===== config.mk =====
export PLATFORM = sky130hd
export DESIGN_NAME = issue_queue_ctrl
export DESIGN_NICKNAME = d
export VERILOG_FILES = /design/src/rtl/issue_queue_ctrl.sv
export SDC_FILE = /design/constraint.sdc
export NUM_CORES = 1
export LEC_CHECK = 0
export ABC_CLOCK_PERIOD_IN_PS = 8400
export BUFFER_PORTS_ARGS = -buffer_cell sky130_fd_sc_hd__buf_2
export CAP_MARGIN = 20
export CORE_ASPECT_RATIO = 1.75
export CORE_MARGIN = 2
export CORE_UTILIZATION = 50
export CTS_BUF_LIST = sky130_fd_sc_hd__clkbuf_16
export DETAILED_ROUTE_END_ITERATION = 10
export MAX_ROUTING_LAYER = met4
export PLACE_DENSITY = 0.74
export SYNTH_ARGS = -nofsm -noshare
export SYNTH_HDL_FRONTEND = slang
export SYNTH_SLANG_ARGS = --single-unit

===== constraint.sdc =====
create_clock -name clk -period 8.4 [get_ports clk]
set_clock_uncertainty 0.15 [all_clocks]
set_input_delay 1.26 -clock clk [delete_from_list [all_inputs] [get_ports clk]]
set_output_delay 1.26 -clock clk [all_outputs]
set_load 0.01 [all_outputs]

===== src/rtl/issue_queue_ctrl.sv =====
// issue_queue_ctrl: circular fetch-to-decoder instruction queue with ROB/RS/LSB-gated dispatch and flush.
module issue_queue_ctrl #(
  parameter int IQ_DEPTH_LOG = 3,
  parameter int ADDR_WIDTH = 32,
  parameter int INST_WIDTH = 32
) (
  input  logic                    clk,
  input  logic                    rst_in,
  input  logic                    rdy_in,
  input  logic                    flush,
  input  logic                    if_valid,
  input  logic [ADDR_WIDTH-1:0]   if_pc,
  input  logic [INST_WIDTH-1:0]   if_inst,
  output logic                    iq_full,
  output logic [IQ_DEPTH_LOG:0]   iq_count,
  input  logic                    rob_full,
  input  logic                    rs_full,
  input  logic                    lsb_full,
  output logic                    if2dec,
  output logic [ADDR_WIDTH-1:0]   dec_pc,
  output logic [INST_WIDTH-1:0]   dec_inst,
  output logic                    dec_to_lsb
);
  localparam int DEPTH = 1 << IQ_DEPTH_LOG;
  typedef enum logic {S_RUN, S_FLUSH} state_t;
  state_t state;
  logic [IQ_DEPTH_LOG:0] head, tail;
  logic [ADDR_WIDTH-1:0] pc_q [DEPTH];
  logic [INST_WIDTH-1:0] inst_q [DEPTH];
  logic [IQ_DEPTH_LOG-1:0] hi, ti;
  logic empty, head_lsb, live, push, pop;
  assign hi = head[IQ_DEPTH_LOG-1:0];
  assign ti = tail[IQ_DEPTH_LOG-1:0];
  assign empty = head == tail;
  assign iq_full = hi == ti && head[IQ_DEPTH_LOG] != tail[IQ_DEPTH_LOG];
  assign iq_count = tail - head;
  // Loads and stores go to the LSB; everything else, illegal opcodes included, to the RS.
  assign head_lsb = inst_q[hi][6:0] == 7'b0000011 || inst_q[hi][6:0] == 7'b0100011;
  assign live = state == S_RUN && !flush;
  assign push = live && if_valid && !iq_full;
  assign pop = live && !empty && !rob_full && (head_lsb ? !lsb_full : !rs_full);
  always_ff @(posedge clk)
    if (rdy_in && push) begin
      pc_q[ti] <= if_pc;
      inst_q[ti] <= if_inst;
    end
  always_ff @(posedge clk or negedge rst_in)
    if (!rst_in) begin
      head <= '0;
      tail <= '0;
      state <= S_RUN;
      if2dec <= 1'b0;
      dec_pc <= '0;
      dec_inst <= '0;
      dec_to_lsb <= 1'b0;
    end else if (rdy_in) begin
      if (flush) begin
        head <= '0;
        tail <= '0;
        if2dec <= 1'b0;
        state <= S_FLUSH;
      end else if (state == S_FLUSH) begin
        if2dec <= 1'b0;
        state <= S_RUN;
      end else begin
        if2dec <= pop;
        if (pop) begin
          dec_pc <= pc_q[hi];
          dec_inst <= inst_q[hi];
          dec_to_lsb <= head_lsb;
          head <= head + 1'b1;
        end
        if (push) tail <= tail + 1'b1;
      end
    end
endmodule


==> results.json <==
{
  "routedWlPerCell_um": 23.3,
  "htree_levels": 2,
  "die-width_um": 164,
  "start_kind": "flip-flop",
  "grt_pass1_vias": 11214,
  "syn_inst": 1085,
  "crit_start": "head[0]$_DFFE_PN0P_",
  "hp-class": "reg -> reg",
  "path_clk_slew_ns": 0.06,
  "yosysTopAreaCell": "edfxtp_1",
  "dieArea_mm2": 0.0467,
  "syn_area_mm2": 0.0225,
  "ys_top_cells_by_count": "512 x edfxtp_1, 186 x nand2_1, 120 x mux4_2",
  "fin_util": 0.574,
  "worstSetupEndpointType": "flip-flop",
  "rsz0062_at_grt": "false",
  "async_flop_share": 0.128,
  "grt_pass1_wl_um": 66400,
  "drv_cap": 0,
  "drc": 0,
  "firstDrtPassIters": 4,
  "grt_use_total": 0.197,
  "antenna_found_initial": 8,
  "worstSkewPairLatency_ns": 0.57,
  "ant_nets": 0,
  "clock-sinks": 587,
  "clk_root_buffer_cell": "clkbuf_16",
  "area_growth_syn_to_layout_pct": 13.0,
  "rows": 102,
  "hold_viol_final": 0,
  "ioPinCount": 143,
  "cts-buffers-inserted": 49,
  "die_h_um": 284,
  "dp_hpwl_um": 24500,
  "peakVddDrop_mv": 0.134,
  "netlist-cell-type-count": 39,
  "top_usage_layer": "met2",
  "final-instance-count-excl-fill": 1867,
  "slew_violations": 0,
  "tritoncts": "yes",
  "grt_overflow": 0,
  "cts_buffer_depth": 3,
  "vias": 10443,
  "outcome": "finished clean",
  "yosysMostFrequentCell": "edfxtp_1",
  "start_util": 0.507,
  "synth_area_leaders": "edfxtp_1 68%, mux4_2 12%, dfrtp_1 8.4%",
  "period_needed_ns": 4.97,
  "ys_seq_area_frac": 0.768,
  "fin_tns_setup_ns": 0,
  "dpl.cell_count": 1765,
  "post_route_cells_drive_above_1_share": 0.335,
  "grt_max_degree": 75,
  "power_mw": 5.89,
  "layout.nets": 1323,
  "worst_pin_slew_ns": 1.10,
  "p_leak_nw": 8.91,
  "synth.avg_cell_area_um2": 20.7,
  "fin_area_mm2": 0.0254,
  "worstHoldStart": "dec_inst[3]$_DFFE_PN0P_",
  "crit_type": "reg -> reg",
  "drt_iter0_drc": 738,
  "post_cts_resized": 0,
  "synth_top_area_frac": 0.684,
  "placed_area_mm2": 0.0238,
  "fin_crit_sh": 0.592,
  "nFillCells": 3123,
  "fmax_mhz": 201,
  "syn_nets": 1163,
  "met3_usage": 0.0322,
  "synth_edf_count": 512,
  "gp_congestion": 0.761,
  "required_ns": 8.70,
  "cts_setup_buffers": 0,
  "cp.arrival_ns": 5.27,
  "routed_via_density": 5.59,
  "fp.coreArea_mm2": 0.0443,
  "cp_max_fo": 46,
  "setup_viol": 0,
  "postCtsHoldBufs": 0,
  "synth_seq_cells": 587,
  "grt.met2_usage": 0.341,
  "slew_headroom": 0.267,
  "ys_dominant_reg_cell": "edfxtp_1",
  "cellPowerDensity_mw_per_mm2": 232,
  "grt_use_met1": 0.232,
  "io_buffers": 142,
  "yosysWarnings": 0,
  "wl_um": 43600,
  "r2r_start": "head[0]$_DFFE_PN0P_"
}
-- worst paths after layout --
| check | cells after the start | slack [ns] | end |
|---|---|---|---|
| max | 8 | 3.43 | dec_inst[18]$_DFFE_PN0P_ |
| min | 1 | 0.34 | dec_inst[3]$_DFFE_PN0P_ |
| max reg2reg | 8 | 3.43 | dec_inst[18]$_DFFE_PN0P_ |
| min reg2reg | 1 | 0.34 | dec_inst[3]$_DFFE_PN0P_ |
| max in group asynchronous | 2 | 6.54 | head[1]$_DFFE_PN0P_ |
| min in group asynchronous | 1 | 0.48 | dec_pc[20]$_DFFE_PN0P_ |
-- layer usage --
| layer | wire [µm] | vias up |
|---|---|---|
| met5 | 0 | - |
| met1 | 16700 | 5452 |
| met2 | 23600 | 290 |
| met3 | 2100 | 77 |
| met4 | 1220 | 0 |
| li1 | - | 4624 |
-- per-stage QoR --
step,hold WS [ns],setup WS (ns)
6_report,0.341,3.43
5_1_grt,0.371,3.07
4_1_cts,0.348,3.28
3_5_place_dp,0.332,3.30
3_3_place_gp,0.324,3.39
2_1_floorplan,0.358,1.09
-- area by class of cell --
cell class | count | area [µm²] | area share
clock inverter | 41 | 244 | 0.00961
antenna | 9 | 22.5 | 0.000887
multi-input combinational | 436 | 4970 | 0.196
inverter | 12 | 45.0 | 0.00177
tap | 572 | 716 | 0.0282
clock buffer | 51 | 1280 | 0.0502
timing repair buffer | 159 | 861 | 0.0339
sequential | 587 | 17300 | 0.680
-- registers in the layout, indices dropped and copies added, names as in the netlist --
| name | flops |
|---|---|
| dec_pc | 32 |
| tail | 4 |
| head | 4 |
| pc_q | 256 |
| state | 1 |
| dec_to_lsb | 1 |
| inst_q | 256 |
| dec_inst | 32 |
| if2dec | 1 |
-- placed cells by master (no fill, tap or decap), types with 3 or more instances in the layout --
master,instances
edfxtp_1,512
nand2_1,186
buf_2,141
mux4_2,120
dfrtp_1,72
clkbuf_16,51
mux2_2,42
mux2_4,27
inv_1,22
buf_4,17
clkinv_1,15
diode_2,9
mux4_1,8
nor2_4,6
o21ai_0,6
clkinv_2,6
ha_1,5
xor2_1,4
clkinvlp_4,4
nand2b_1,3
mux2i_1,3
dfrtp_4,3
-- report_power, final --
part / internal [mW] / leakage, nW / switching, mW
logic: 0.205 / 2.53 / 0.197
clock network: 1.16 / 0.780 / 0.996
registers: 3.27 / 5.60 / 0.0562
-- cells by family after synthesis --
kind of cell | after synthesis | synth area share
AOI/OAI and AO/OA | 17 | 0.00551
xor gates and xnor gates | 5 | 0.00195
adders and majority gates | 6 | 0.00368
buffers and inverters | 62 | 0.0134
DFF | 587 | 0.768
muxes | 200 | 0.170
and+or+nand+nor | 208 | 0.0376
-- critical path: stages (launching register included) --
cell      delay [ns]
dfrtp_4         1.01
buf_4           0.54
mux4_1          0.60
mux2_2          0.31
nor4b_4         0.41
a21boi_2        0.19
nor2_8          0.56
buf_4           0.60
mux2_2          0.40
Power figures use the tool's default switching activity.
